File: src/rtl/gb_timer_v2.sv
// gb_timer_v2 -- DMG-style timer/divider peripheral with delayed TIMA reload.
//
// Register map (BASE_ADDR = DIV):
//   +0 DIV  : upper 8 bits of the free-running divider; any write clears it
//   +1 TIMA : timer counter, clocked by falling edges of the selected DIV tap
//   +2 TMA  : reload value applied after a TIMA overflow
//   +3 TAC  : [2] enable, [1:0] tap select (00:bit9 01:bit3 10:bit5 11:bit7)
//
// Overflow handling: IDLE -> OVF (TIMA reads 00 for RELOAD_DELAY clks)
// -> RELOAD (TIMA = TMA, timer_req pulses once, lasts RELOAD_DELAY clks)
// -> IDLE.
//
// Ports:
//   clk        t-cycle clock
//   reset      asynchronous, active-high reset
//   addr       bus address
//   wdata      bus write data
//   write_en   write strobe, sampled at posedge clk
//   read_en    read strobe
//   rdata      combinational read data (FF when nothing is selected)
//   timer_req  one-clk interrupt request pulse
//
// Optional build macro TIMER_DEBUG_PORTS_EN adds:
//   div_full   raw divider counter
//   tima_tick  one-clk pulse on every accepted TIMA increment (incl. FF->00)

module gb_timer_v2 #(
  parameter int unsigned DIV_WIDTH    = 16,
  parameter int unsigned RELOAD_DELAY = 4,
  parameter logic [15:0] BASE_ADDR    = 16'hFF04
) (
  input  logic                 clk,
  input  logic                 reset,
  input  logic [15:0]          addr,
  input  logic [7:0]           wdata,
  input  logic                 write_en,
  input  logic                 read_en,
  output logic [7:0]           rdata,
`ifdef TIMER_DEBUG_PORTS_EN
  output logic [DIV_WIDTH-1:0] div_full,
  output logic                 tima_tick,
`endif
  output logic                 timer_req
);

  localparam int unsigned CNT_W = (RELOAD_DELAY > 1) ? $clog2(RELOAD_DELAY) : 1;
  localparam logic [CNT_W-1:0] CNT_LAST = CNT_W'(RELOAD_DELAY - 1);

  localparam logic [15:0] ADDR_DIV  = BASE_ADDR;
  localparam logic [15:0] ADDR_TIMA = BASE_ADDR + 16'd1;
  localparam logic [15:0] ADDR_TMA  = BASE_ADDR + 16'd2;
  localparam logic [15:0] ADDR_TAC  = BASE_ADDR + 16'd3;

  typedef enum logic [1:0] {
    ST_IDLE   = 2'd0,
    ST_OVF    = 2'd1,
    ST_RELOAD = 2'd2
  } state_e;

  // Architectural state
  logic [DIV_WIDTH-1:0] div_q, div_d;
  logic [7:0]           tima_q;
  logic [7:0]           tma_q;
  logic [2:0]           tac_q;
  logic                 tick_prev_q;
  state_e               state_q;
  logic [CNT_W-1:0]     cnt_q;
  logic                 timer_req_q;

  // Address decode
  logic wr_div, wr_tima, wr_tma, wr_tac;
  assign wr_div  = write_en && (addr == ADDR_DIV);
  assign wr_tima = write_en && (addr == ADDR_TIMA);
  assign wr_tma  = write_en && (addr == ADDR_TMA);
  assign wr_tac  = write_en && (addr == ADDR_TAC);

  // Divider: a write clears it and takes precedence over the increment.
  assign div_d = wr_div ? '0 : div_q + DIV_WIDTH'(1);

  // Tap multiplexer and falling-edge detector. Because tick_in is built from
  // registered DIV/TAC, clearing DIV, clearing the enable or moving the tap
  // while the tapped bit is high all look like a falling edge.
  logic tap_bit;
  logic tick_in;
  logic inc_evt;

  // NOTE: every combinational block assigns a default first so that no path
  // leaves an output unassigned, which would otherwise infer a latch.
  always_comb begin
    tap_bit = 1'b0;
    unique case (tac_q[1:0])
      2'b00: tap_bit = div_q[9];
      2'b01: tap_bit = div_q[3];
      2'b10: tap_bit = div_q[5];
      2'b11: tap_bit = div_q[7];
    endcase
  end

  assign tick_in = tac_q[2] & tap_bit;
  assign inc_evt = tick_prev_q & ~tick_in;

  // NOTE: sequential state uses non-blocking assignments so every register
  // samples pre-edge values, independent of statement order.
  always_ff @(posedge clk or posedge reset) begin
    if (reset) begin
      div_q       <= '0;
      tac_q       <= 3'b000;
      tick_prev_q <= 1'b0;
    end else begin
      div_q       <= div_d;
      tick_prev_q <= tick_in;
      if (wr_tac) tac_q <= wdata[2:0];
    end
  end

`ifdef TIMER_DEBUG_PORTS_EN
  logic tima_tick_q;
`endif

  // TIMA / TMA / overflow-reload state machine
  always_ff @(posedge clk or posedge reset) begin
    if (reset) begin
      tima_q      <= 8'h00;
      tma_q       <= 8'h00;
      state_q     <= ST_IDLE;
      cnt_q       <= '0;
      timer_req_q <= 1'b0;
`ifdef TIMER_DEBUG_PORTS_EN
      tima_tick_q <= 1'b0;
`endif
    end else begin
      timer_req_q <= 1'b0;
`ifdef TIMER_DEBUG_PORTS_EN
      tima_tick_q <= 1'b0;
`endif
      if (wr_tma) tma_q <= wdata;

      unique case (state_q)
        ST_IDLE: begin
          // A CPU write to TIMA wins over a coincident increment.
          if (wr_tima) begin
            tima_q <= wdata;
          end else if (inc_evt) begin
`ifdef TIMER_DEBUG_PORTS_EN
            tima_tick_q <= 1'b1;
`endif
            if (tima_q == 8'hFF) begin
              tima_q  <= 8'h00;
              state_q <= ST_OVF;
              cnt_q   <= '0;
            end else begin
              tima_q <= tima_q + 8'd1;
            end
          end
        end

        ST_OVF: begin
          if (wr_tima) begin
            // Writing TIMA inside the zero window cancels reload and IRQ.
            tima_q  <= wdata;
            state_q <= ST_IDLE;
            cnt_q   <= '0;
          end else if (cnt_q == CNT_LAST) begin
            tima_q      <= wr_tma ? wdata : tma_q;
            timer_req_q <= 1'b1;
            state_q     <= ST_RELOAD;
            cnt_q       <= '0;
          end else begin
            cnt_q <= cnt_q + CNT_W'(1);
          end
        end

        ST_RELOAD: begin
          // TIMA writes are dropped here; a TMA write lands in TIMA as well.
          if (wr_tma) tima_q <= wdata;
          if (cnt_q == CNT_LAST) begin
            state_q <= ST_IDLE;
            cnt_q   <= '0;
          end else begin
            cnt_q <= cnt_q + CNT_W'(1);
          end
        end

        default: begin
          state_q <= ST_IDLE;
          cnt_q   <= '0;
        end
      endcase
    end
  end

  assign timer_req = timer_req_q;

`ifdef TIMER_DEBUG_PORTS_EN
  assign div_full  = div_q;
  assign tima_tick = tima_tick_q;
`endif

  // Read mux: unselected or unmapped reads float high as FF.
  always_comb begin
    rdata = 8'hFF;
    if (read_en) begin
      unique case (addr)
        ADDR_DIV:  rdata = div_q[DIV_WIDTH-1 -: 8];
        ADDR_TIMA: rdata = tima_q;
        ADDR_TMA:  rdata = tma_q;
        ADDR_TAC:  rdata = {5'b11111, tac_q};
        default:   rdata = 8'hFF;
      endcase
    end
  end

endmodule

File: config.mk
export PLATFORM = sky130hd
export DESIGN_NAME = gb_timer_v2
export DESIGN_NICKNAME = d
export VERILOG_FILES = /design/src/rtl/gb_timer_v2.sv
export SDC_FILE = /design/constraint.sdc
export NUM_CORES = 1
export LEC_CHECK = 0
export CORE_MARGIN = 2
export CORE_UTILIZATION = 59
export CTS_CLUSTER_DIAMETER = 60
export DETAILED_ROUTE_END_ITERATION = 7
export HOLD_SLACK_MARGIN = 0.05
export PLACE_DENSITY = 0.88
export SLEW_MARGIN = 0
export SYNTH_ARGS = -nofsm -noshare
export SYNTH_HDL_FRONTEND = slang
export SYNTH_SLANG_ARGS = --single-unit
File: constraint.sdc
create_clock -name clk -period 3.5 [get_ports clk]
set_input_delay 0.7 -clock clk [delete_from_list [all_inputs] [get_ports clk]]
set_output_delay 0.7 -clock clk [all_outputs]
set_load 0.01 [all_outputs]
==> flow_metrics.py <==
metrics = {
    "routing": {
        "first_pass_iters": 5,
        "route.detailed.drc": 0,
        "drtIter0Drc": 115,
        "viasPerCell": 5.93,
        "wl_per_cell_microns": 16.7,
        "vias": 2163,
        "drt-total-wl_microns": 6090,
        "ant_nets": 0,
    },
    "floorplan": {
        "io_pins": 37,
        "die_area_sq_mm": 0.00497,
        "row_count": 24,
        "die_h_microns": 70.5,
        "start_util": 0.607,
        "core_sq_mm": 0.00429,
        "die_w_microns": 70.5,
    },
    "grt": {
        "grt_usage": 0.266,
        "grt_pass1_wl_microns": 10400,
        "grt_max_degree": 42,
        "gr-total-overflow": 0,
        "grt_pass1_vias": 2232,
        "antenna_found_initial": 0,
    },
    "pwr": {
        "power_density_mw_per_mm2": 278,
        "p_leak_uw": 0.00143,
        "ir_worst_vdd_uv": 315,
    },
    "finish": {
        "final_cells": 365,
        "drive_gt1_frac": 0.208,
        "layout.nets": 347,
        "num_antenna_cells": 0,
        "syn_to_final_growth_pct": 23.0,
    },
    "logic_synthesis": {
        "netlist_instances": 266,
        "synth_seq_cells": 41,
        "yosysSeqAreaShare": 0.393,
        "syn_area_per_cell_sq_um": 9.80,
        "synth.distinct_cells": 50,
        "synth_edf_count": 0,
        "netlist_area_sq_mm": 0.00261,
        "synthArstFlopShare": 1.00,
        "ys.warnings.count": 0,
        "synth_nets": 301,
        "ys.flop_type": "dfrtp_1",
    },
    "place": {
        "portBuffers": 36,
        "hpwl_microns": 4440,
        "gp_congestion": 0.847,
        "dp.cells": 356,
    },
    "cts": {
        "cts_root_buf": "clkbuf_8",
        "clkTransAtPathRegs_ps": 70,
        "cts.path.max_buffers": 2,
        "cts_buffers": 5,
        "htreeDepth": 2,
        "worstSkewPairLatency_ps": 290,
        "cts_tree": "yes",
        "clkSinkCount": 41,
    },
    "timing": {
        "hold_viol_final": 0,
        "fin_skew_ps": 3.71,
        "fin_crit_sh": 0.962,
        "worst_pin_slew_ps": 648,
        "finalSetupViolations": 0,
        "fmax_mhz": 297,
        "drv_slew": 0,
        "fin_crit_ps": 3370,
        "whs_ps": 496,
        "rsz0062_at_grt": "false",
        "slew_headroom": 0.568,
    },
    "critical_path": {
        "critical_path_class": "in2out",
        "cp_slowest_cell": "or4b_4",
        "cp.arrival_ps": 2670,
        "crit_fanout": 5,
        "start_kind": "primary input",
        "crit_top_cell": "clkdlybuf4s50_1",
        "cpLargestDelayFamily": "simple AND/OR/NAND/NOR gates",
        "path_buf_inv": 2,
        "critPathCaptureType": "primary output",
        "required_ps": 2800,
        "cpPeakStageDelay_ps": 550,
        "crit_chain": "clkdlybuf4s50_1 > or4b_4 > nor4_4 > and2_2 > nand2_1 > clkdlybuf4s50_1",
    },
    "outcome": {
        "status": "complete, no violations",
    },
    "hold_path": {
        "hold_class": "reg2reg",
    },
    "run": {
        "max_cap_violations": 0,
    },
}
==> timing repair <==
| item | 4_1_cts | 5_1_grt |
|---|---|---|
| setup buffers | 0 | 1 |
| resized for setup | 4 | 5 |
| setup endpoints to repair | 8 | 8 |
| pin swaps | 1 | 0 |
| gates cloned | 0 | 0 |
| hold buffers | 0 | 0 |
==> registers in the layout (all words and copies together), names as in the netlist <==
signal / count
cnt_q: 2
div_q: 16
state_q: 2
tac_q: 3
tick_prev_q: 1
tima_q: 8
timer_req: 1
tma_q: 8
==> through the flow <==
stage          total power (uW)  setup TNS [ps]  instance area, sq um  utilization  setup slack [ps]
2_1_floorplan               549               0                  2610            -               770
4_1_cts                     902               0                  3190        0.742              38.8
3_5_place_dp                602           -1280                  3080        0.718              -234
3_3_place_gp                598            -559                  3080        0.718              -155
6_report                    890               0                  3210        0.747               132
5_1_grt                     926               0                  3210        0.747              11.7
==> power by group <==
part	internal, uW	total (uW)	switching, uW
registers	486	499	13.7
clock network	138	297	159
logic	51.8	94.1	42.3
total	676	890	215
==> area by class of cell <==
type                            instances  area (sq um)
Tap cell                               52          65.1
Sequential cell                        41          1030
Inverter                                6          22.5
Fill cell                             304          1090
Clock buffer                            6          72.6
Timing Repair Buffer                   51           483
Clock inverter                          2          10.0
Multi-Input combinational cell        207          1530
==> per-layer routing <==
metal  GRT usage  up-vias  wire, microns
li1            -     1051              -
met1       0.339     1032           2630
met2       0.450       71           3030
met3      0.0491        9            320
met4      0.0983        0            108
met5           0        -              0
==> cell families after synthesis <==
| logic type | share of synthesized area |
|---|---|
| buffers and inverters | 0.0297 |
| xor gates and xnor gates | 0.0672 |
| DFF | 0.393 |
| AOI/OAI and AO/OA | 0.136 |
| and+or+nand+nor | 0.202 |
| adders and majority gates | 0.0336 |
| muxes | 0.137 |
==> synthesized netlist by cell type (2+ instances only) <==
| library cell | count | area (sq um) |
|---|---|---|
| o21ai_0 | 3 | 15.0 |
| mux2i_1 | 2 | 20.0 |
| ha_1 | 7 | 87.6 |
| xnor2_1 | 10 | 87.6 |
| and2_1 | 3 | 18.8 |
| a221o_1 | 4 | 40.0 |
| o31ai_1 | 2 | 15.0 |
| clkbuf_1 | 9 | 33.8 |
| a311oi_1 | 2 | 17.5 |
| buf_2 | 2 | 10.0 |
| nor2b_1 | 3 | 18.8 |
| nand3_1 | 13 | 65.1 |
| a21oi_1 | 6 | 30.0 |
| a21bo_2 | 2 | 20.0 |
| a211oi_1 | 5 | 37.5 |
| mux2_2 | 28 | 315 |
| nor2_1 | 26 | 97.6 |
| nand2_1 | 34 | 128 |
| nand4_1 | 4 | 25.0 |
| o31ai_2 | 4 | 50.1 |
| nand2b_1 | 3 | 18.8 |
| o22ai_1 | 5 | 31.3 |
| and3_1 | 7 | 43.8 |
| a22o_1 | 2 | 17.5 |
| dfrtp_1 | 41 | 1030 |
| inv_1 | 6 | 22.5 |
| xor2_1 | 10 | 87.6 |
==> final timing paths <==
path	cells past startpoint	slack (ps)	end	start
max in group asynchronous	3	2300	cnt_q[1]	reset
min in group asynchronous	3	830	div_q[1]	reset
worst min-delay path	1	500	div_q[0]	div_q[0]
worst max-delay path	6	130	rdata[6]	addr[3]
worst min register to register	1	500	div_q[0]	div_q[0]
worst max register to register	5	990	tima_q[6]	tac_q[1]
==> layout by cell type, fill, tap and decap left out, types with 5 or more instances in the layout <==
| cell type | n |
|---|---|
| dfrtp_1 | 41 |
| nand2_1 | 34 |
| clkdlybuf4s50_1 | 32 |
| mux2_2 | 28 |
| nor2_1 | 26 |
| buf_4 | 15 |
| nand3_1 | 13 |
| xor2_1 | 10 |
| xnor2_1 | 10 |
| and3_1 | 7 |
| ha_1 | 7 |
| inv_1 | 6 |
| a21oi_1 | 6 |
| a211oi_1 | 5 |
| o22ai_1 | 5 |
| clkbuf_8 | 5 |
==> worst reg2reg max path, delay by kind of cell (launching register included) <==
kind / cells / cell delay (ps)
multiplexers: 2 / 940
flip-flops: 1 / 400
AO/OA/AOI/OAI: 3 / 1050
Power figures use the tool's default switching activity.
